**src/rtl/ttl_mux_arbiter_pkg.sv**
```systemverilog
// Shared definitions for the 74153-style mux arbiter.
// Contents: 2-bit state encoding used by ttl_mux_arbiter.
package ttl_mux_arbiter_pkg;

  localparam logic [1:0] ST_IDLE  = 2'd0;  // mux disabled
  localparam logic [1:0] ST_SETUP = 2'd1;  // Select driven, mux still disabled
  localparam logic [1:0] ST_GRANT = 2'd2;  // mux enabled

endpackage

```
**src/rtl/ttl_rr_pick.sv**
```systemverilog
// Combinational round-robin picker.
// Ports:
//   i_request : per-requester request levels
//   i_last    : index of the most recently served requester
//   o_winner  : first set request searching upward from i_last+1, wrapping
//   o_any     : at least one request is set
module ttl_rr_pick #(
  parameter int WIDTH_IN     = 4,
  parameter int WIDTH_SELECT = $clog2(WIDTH_IN)
) (
  input  logic [WIDTH_IN-1:0]     i_request,
  input  logic [WIDTH_SELECT-1:0] i_last,
  output logic [WIDTH_SELECT-1:0] o_winner,
  output logic                    o_any
);

  logic [WIDTH_SELECT-1:0] w_idx;

  // Scan from the farthest candidate down to the nearest so the nearest
  // set bit after i_last is the final assignment.
  always_comb begin
    o_winner = '0;
    o_any    = |i_request;
    w_idx    = '0;
    for (int k = WIDTH_IN; k >= 1; k--) begin
      w_idx = WIDTH_SELECT'((int'(i_last) + k) % WIDTH_IN);
      if (i_request[w_idx]) begin
        o_winner = w_idx;
      end
    end
  end

endmodule

```
**src/rtl/ttl_mux_arbiter.sv**
```systemverilog
// Round-robin arbiter sharing one dual 4-input mux (common Select,
// per-block Enable_bar) between WIDTH_IN requesters, with break-before-make
// sequencing and an optional hold-time preemption.
// Ports:
//   Clk        : rising-edge clock
//   Reset      : asynchronous active-high reset
//   Request    : per-requester request levels
//   Select     : registered mux select
//   Enable_bar : registered active-low mux enables, all bits identical
//   Grant      : one-hot grant, zero outside GRANT
//   Busy       : state is not IDLE
//   Preempt    : one-cycle pulse when a grant is revoked by hold timeout
module ttl_mux_arbiter
  import ttl_mux_arbiter_pkg::*;
#(
  parameter int BLOCKS       = 2,
  parameter int WIDTH_IN     = 4,
  parameter int WIDTH_SELECT = $clog2(WIDTH_IN),
  parameter int MAX_HOLD     = 0,
  parameter int DELAY_RISE   = 0,
  parameter int DELAY_FALL   = 0
) (
  input  logic                    Clk,
  input  logic                    Reset,
  input  logic [WIDTH_IN-1:0]     Request,
  output logic [WIDTH_SELECT-1:0] Select,
  output logic [BLOCKS-1:0]       Enable_bar,
  output logic [WIDTH_IN-1:0]     Grant,
  output logic                    Busy,
  output logic                    Preempt
);

  localparam int CNT_W = ($clog2(MAX_HOLD + 1) > 1) ? $clog2(MAX_HOLD + 1) : 1;
  localparam logic [CNT_W-1:0] HOLD_LAST = CNT_W'(MAX_HOLD - 1);
  localparam logic [CNT_W-1:0] HOLD_MAX  = CNT_W'(MAX_HOLD);

  // Output delays are a board-level timing annotation; the registered RTL
  // outputs carry no delay.
  if ((DELAY_RISE != 0) || (DELAY_FALL != 0)) begin : g_delay_note
    $warning("ttl_mux_arbiter: DELAY_RISE/DELAY_FALL are not modelled in RTL");
  end

  logic [1:0]              r_state,      w_state_d;
  logic [WIDTH_SELECT-1:0] r_select,     w_select_d;
  logic [BLOCKS-1:0]       r_enable_bar, w_enable_bar_d;
  logic [WIDTH_IN-1:0]     r_grant,      w_grant_d;
  logic                    r_preempt,    w_preempt_d;
  logic [WIDTH_SELECT-1:0] r_last,       w_last_d;
  logic [CNT_W-1:0]        r_hold_cnt,   w_hold_cnt_d;

  logic [WIDTH_SELECT-1:0] w_winner;
  logic                    w_any;
  logic [WIDTH_IN-1:0]     w_sel_onehot;
  logic                    w_req_sel;
  logic                    w_others;
  logic                    w_timeout;

  ttl_rr_pick #(
    .WIDTH_IN     (WIDTH_IN),
    .WIDTH_SELECT (WIDTH_SELECT)
  ) u_pick (
    .i_request (Request),
    .i_last    (r_last),
    .o_winner  (w_winner),
    .o_any     (w_any)
  );

  assign w_sel_onehot = {{(WIDTH_IN-1){1'b0}}, 1'b1} << r_select;
  assign w_req_sel    = Request[r_select];
  assign w_others     = |(Request & ~w_sel_onehot);
  assign w_timeout    = (MAX_HOLD != 0) && (r_hold_cnt == HOLD_LAST);

  always_comb begin
    w_state_d      = r_state;
    w_select_d     = r_select;
    w_enable_bar_d = r_enable_bar;
    w_grant_d      = r_grant;
    w_preempt_d    = 1'b0;
    w_last_d       = r_last;
    w_hold_cnt_d   = r_hold_cnt;
    case (r_state)
      ST_IDLE: begin
        // Select only moves here, while the mux is disabled.
        if (w_any) begin
          w_select_d = w_winner;
          w_state_d  = ST_SETUP;
        end
      end
      ST_SETUP: begin
        if (w_req_sel) begin
          w_enable_bar_d = '0;
          w_grant_d      = w_sel_onehot;
          w_hold_cnt_d   = '0;
          w_state_d      = ST_GRANT;
        end else begin
          w_last_d  = r_select;
          w_state_d = ST_IDLE;
        end
      end
      ST_GRANT: begin
        // Release takes precedence over timeout, so no Preempt on a release.
        if (!w_req_sel || (w_timeout && w_others)) begin
          w_enable_bar_d = '1;
          w_grant_d      = '0;
          w_last_d       = r_select;
          w_state_d      = ST_IDLE;
          w_preempt_d    = w_req_sel;
        end else if (r_hold_cnt != HOLD_MAX) begin
          w_hold_cnt_d = r_hold_cnt + 1'b1;
        end
      end
      default: begin
        w_enable_bar_d = '1;
        w_grant_d      = '0;
        w_state_d      = ST_IDLE;
      end
    endcase
  end

  always_ff @(posedge Clk or posedge Reset) begin
    if (Reset) begin
      r_state      <= ST_IDLE;
      r_select     <= '0;
      r_enable_bar <= '1;
      r_grant      <= '0;
      r_preempt    <= 1'b0;
      r_last       <= WIDTH_SELECT'(WIDTH_IN - 1);
      r_hold_cnt   <= '0;
    end else begin
      r_state      <= w_state_d;
      r_select     <= w_select_d;
      r_enable_bar <= w_enable_bar_d;
      r_grant      <= w_grant_d;
      r_preempt    <= w_preempt_d;
      r_last       <= w_last_d;
      r_hold_cnt   <= w_hold_cnt_d;
    end
  end

  assign Select     = r_select;
  assign Enable_bar = r_enable_bar;
  assign Grant      = r_grant;
  assign Busy       = (r_state != ST_IDLE);
  assign Preempt    = r_preempt;

endmodule

```
**config.mk**
```make
export PLATFORM = sky130hd
export DESIGN_NAME = ttl_mux_arbiter
export DESIGN_NICKNAME = d
export VERILOG_FILES = /design/src/rtl/ttl_mux_arbiter_pkg.sv /design/src/rtl/ttl_rr_pick.sv /design/src/rtl/ttl_mux_arbiter.sv
export SDC_FILE = /design/constraint.sdc
export NUM_CORES = 1
export LEC_CHECK = 0
export ABC_CLOCK_PERIOD_IN_PS = 1700
export BUFFER_PORTS_ARGS = -buffer_cell sky130_fd_sc_hd__buf_2
export CAP_MARGIN = 40
export CORE_MARGIN = 2
export CORE_UTILIZATION = 40
export DETAILED_ROUTE_END_ITERATION = 8
export PLACE_DENSITY = 0.66
export SKIP_LAST_GASP = 1
export SYNTH_ARGS = -nofsm -noshare
export SYNTH_HDL_FRONTEND = slang
export SYNTH_SLANG_ARGS = --single-unit
```
**constraint.sdc**
```tcl
create_clock -name Clk -period 1.7 [get_ports Clk]
set_clock_uncertainty 0.1 [all_clocks]
set_input_delay 0.255 -clock Clk [delete_from_list [all_inputs] [get_ports Clk]]
set_output_delay 0.255 -clock Clk [all_outputs]
set_load 0.02 [all_outputs]
```
**Yosys cells after proc, flatten, opt, wreduce, memory -nomap -nowiden**

Index checks and enable logic that the tools add are counted.

- Memory bits (writable): 0
- Memories kept: 0
- Logic and storage cells: 54
- Output and inout port bits: 10
- Flip-flop bits (word level): 12
- Bits in latches: 0
- Bits in read-only memories: 0

- $lt $le $gt $ge: 5
- Reductions and logical operators: 8
- Multipliers: 0
- Equal/unequal tests: 5
- Mux-type cells: 24
- Divide/modulo/power cells: 0
- Shift-type cells: 1
- Add/sub/neg operators: 4
- Bitwise gates (word level): 2

Operators by type and width:

| kind | number |
|---|---|
| 2-to-1 mux 2 bit | 9 |
| < comparator 2 x 3 -> 1 bit, second input constant | 5 |
| case mux 2 bit (3 select lines) | 2 |
| case mux 4 bit (3 select lines) | 1 |
| binary-select mux 1 bit (select 2 bit) | 5 |
| 2-to-1 mux 4 bit | 2 |
| AND reduction 2 bit | 3 |
| 2-to-1 mux 1 bit | 5 |
| adder 2 x 1 -> 2 bit, second input constant | 2 |
| adder 2 bit, second input constant | 2 |
| != test 2 bit, second input constant | 2 |
| OR reduction 4 bit | 1 |
| << shifter 1 x 2 -> 4 bit, first input constant | 1 |
| AND reduction 3 bit | 1 |
| equality test 2 x 1 -> 1 bit, second input constant | 1 |
| equality test 2 bit, second input constant | 1 |
| logical NOT 2 bit | 1 |
| != test 2 x 1 -> 1 bit, second input constant | 1 |
| inverter 1 bit | 2 |
| nonzero test 2 bit | 1 |
| OR reduction 2 bit | 1 |

**Longest topological paths before layout**

- Depth in word-level cells: 7
- Depth in mapped cells: 5

**By module**

Synthesis repeated with hierarchy kept, for this count alone.

- Cells, all modules: 61
- Area total of the unflattened synthesis: 700.7 µm²

By module, submodules not included:

| module | sequential area each (µm²) | cells an instance | area each (µm²) | instances |
|---|---|---|---|---|
| ttl_mux_arbiter | 279.0 | 47 | 609.3 | 1 |
| ttl_rr_pick | 0.0 | 14 | 91.3 | 1 |

**Worst setup path before layout**

Ideal clock, no wire load.

- Path type: reg2reg
- Start: register r_select[0] (netlist: Select[0])
- End: register r_grant[0] (netlist: Grant[0])
- Required time: 1.490 ns
- Library setup time: 0.110 ns
- Data arrival time: 1.590 ns
- Clock period less this slack: 1.800 ns
- Setup slack: -0.100 ns
- Stages on the path, launching flop included: 4
- Path through: dfrtp_1 mux4_2 mux2i_4 o41ai_1

- Longest elaborated chain between the ends: 4

RTL lines:

| item | RTL line | text |
|---|---|---|
| start, declared | ttl_mux_arbiter.sv:44 | `logic [WIDTH_SELECT-1:0] r_select, w_select_d;` |
| start signal, assigned | ttl_mux_arbiter.sv:131 | `r_select <= w_select_d;` |
| binary-select mux 1 bit (select 2 bit) | ttl_mux_arbiter.sv:69 | `assign w_req_sel = Request[r_select];` |
| 2-to-1 mux 1 bit (implied by the code) | ttl_mux_arbiter.sv:69 |  |
| != test 2 bit (no line) | n/a |  |
| AND reduction 3 bit (no line) | n/a |  |
| end signal, assigned | ttl_mux_arbiter.sv:133 | `r_grant <= w_grant_d;` |
| end, declared | ttl_mux_arbiter.sv:46 | `logic [WIDTH_IN-1:0] r_grant, w_grant_d;` |

Several ways; a longest one is shown, not always the timed one. The select of a mux whose other input is x is not followed.
A chain may end at the register's enable or synchronous reset.

**Final worst setup path**

Same ends and word-level chain as after synthesis.

==> results.py <==
metrics = {
    "sta": {
        "rsz0062_at_grt": "yes",
        "setup_viol": 0,
        "drv_slew": 0,
        "hold_viol": 0,
        "fin_crit_ns": 1.68,
        "period_share": 0.990,
        "holdWs_ns": 0.242,
        "fmax_ghz": 0.594,
    },
    "logic_synthesis": {
        "yosys_register_bits": 11,
        "yosysMostFrequentCell": "nand2_1",
        "synth_flop_cell": "dfrtp_1",
        "async_flop_share": 1.00,
        "synth.area.top_cells": "dfrtp_1 31%, dfstp_2 12%, ha_1 5.8%",
        "ys_types": 30,
        "ys_warn_count": 0,
        "syn-instance-count": 65,
        "synth_area_leader_cell": "dfrtp_1",
        "synthesis.area_sq_um": 647,
        "syn_nets": 74,
        "synth-edff-count": 0,
        "synth_common_cells": "10 x nand2_1, 8 x dfrtp_1, 7 x inv_1",
        "yosysTopAreaCellShare": 0.309,
        "ys_seq_area_frac": 0.431,
        "synth_area_per_cell_sq_um": 9.95,
    },
    "clock_tree": {
        "clock_latency_ns": 0.26,
        "post_cts_buffers": 0,
        "cts_buffers": 3,
        "cts.clk_slew.worst_paths_ns": 0.07,
        "root_buffer": "clkbuf_4",
        "cts_tree": "yes",
        "clkSinkCount": 11,
        "h-tree-depth": 1,
        "cts.path.max_buffers": 2,
    },
    "worst_setup_path": {
        "r2r_start": "Select[0]",
        "critPathCaptureType": "flop",
        "crit_arrival_ns": 1.75,
        "required_ns": 1.77,
        "r2r_cells": 4,
        "ff2ff_setup_slack_ns": 0.02,
        "cp-start-kind": "flop",
        "worstSetupPathType": "reg -> reg",
        "cp_max_fo": 10,
        "r2r_end": "Grant[0]",
    },
    "power": {
        "powerDensity_mw_per_mm2": 1970,
        "irDropWorstVdd_mv": 0.914,
        "p_leak_nw": 0.376,
    },
    "routing": {
        "dr.pass1.iters": 4,
        "drcViolationCount": 0,
        "viasPerCell": 5.47,
        "avgRoutedWirePerCell_um": 13.7,
        "finalWirelength_um": 1370,
        "drtIter0Drc": 13,
        "drtAntennaViolNets": 0,
        "vias": 547,
    },
    "placed_design": {
        "dpl.hpwl_um": 967,
        "placed_area_sq_um": 742,
        "place.gp.congestion": 0.773,
        "io_buffer_count": 14,
    },
    "die": {
        "ios": 16,
        "start_util": 0.429,
        "die_h_um": 44.2,
        "core_sq_mm": 0.00151,
        "dieWidth_um": 44.2,
        "dieArea_sq_mm": 0.00195,
        "row_count": 14,
    },
    "final_layout": {
        "final_util": 0.523,
        "drive_above_1_share": 0.381,
        "areaGrowthSynthToFinish_pct": 21.9,
        "antenna_cells": 0,
        "finish.net_count": 94,
        "final_area_sq_um": 788,
    },
    "global_route": {
        "grt_overflow": 0,
        "grt_pass1_vias": 489,
        "grt_pass1_wl_um": 2250,
        "grt_max_degree": 12,
        "grt_antenna_before_repair": 0,
        "gr-usage-all-layers": 0.159,
    },
    "run": {
        "max-cap-violations": 0,
    },
    "worst_hold_path": {
        "min_path_cells": 3,
        "hold_end": "Select[1]",
        "min_path_type": "in -> reg",
        "timing.hold.worst.start": "Request[2]",
    },
    "outcome": {
        "outcome": "finished, final reports clean",
    },
}
-- layer usage --
layer | routed length, um | global-route usage
met5 | 0 | 0
met2 | 707 | 0.271
met3 | 80 | 0.0122
met4 | 0 | 0.0727
met1 | 578 | 0.205
-- kinds of logic after synthesis --
group,count (synthesis),share of synthesized area
other,1,0.00580
adders and majority gates,3,0.0580
and+or+nand+nor,20,0.162
muxes,5,0.120
DFF,11,0.431
buffers and inverters,10,0.0696
AOI/OAI and AO/OA,15,0.153
-- cell type report --
cell class	count	area (sq um)
inverters	7	26.3
fillers	138	718
repair buffers	18	103
well taps	16	20.0
flip-flops and latches	11	283
multi-input cells	44	330
clock buffers	4	26.3
-- registers in the layout (all words and copies together) (netlist names) --
register and flops:
Enable_bar 1, Select 2, r_state 2, Grant 4
r_last 2
-- worst max-delay path: stages, from the launching register on --
cell     delay (ns)
dfrtp_2        0.38
mux4_2         0.58
mux2i_4        0.33
nand2_1        0.13
o41ai_2        0.06
-- worst max path at each step --
stage / start / to / slack [ns] / cells after the start
after detailed placement: Select[0] / Grant[0] / 0.04 / 3
after floorplan: Select[0] / Grant[0] / -0.006 / 3
after CTS: Select[0] / Grant[0] / 0.01 / 3
after global routing: Select[0] / Grant[0] / -0.04 / 4
final: Select[0] / Grant[0] / 0.02 / 4
after global placement: Select[0] / Grant[0] / 0.1 / 3
-- report_power, final --
group / internal [mW] / switching, mW
clock: 0.0907 / 0.0908
combinational: 0.374 / 0.478
sequential: 0.413 / 0.107
total: 0.878 / 0.676
-- what timing repair did --
action                                  in CTS  in global routing
endpoints found under the hold margin        8                  0
hold buffers                                 1                  0
resized for setup                            0                  3
endpoints found under the setup margin       0                  4
-- cells in the final DEF, fill, tap and decap left out, types with 3 or more instances in the layout --
master,Yosys,final
nand2_1,10,10
o21ai_0,4,4
ha_1,3,3
buf_2,0,14
dfrtp_1,8,5
clkbuf_4,0,3
dfrtp_2,0,3
inv_1,7,7
buf_4,2,3
dfstp_2,3,3
-- per-stage QoR --
| stage | TNS, ns | cells | total power [mW] | setup slack (ns) |
|---|---|---|---|---|
| floorplan | -0.00633 | 65 | 1.13 | -0.00633 |
| global placement | 0 | 95 | 1.34 | 0.0991 |
| detailed placement | 0 | 95 | 1.35 | 0.0362 |
| CTS | 0 | 100 | 1.54 | 0.0146 |
| global route | -0.141 | 100 | 1.68 | -0.0435 |
| finish | 0 | 100 | 1.55 | 0.0165 |
Note: power is estimated with default switching activity, not from simulation.
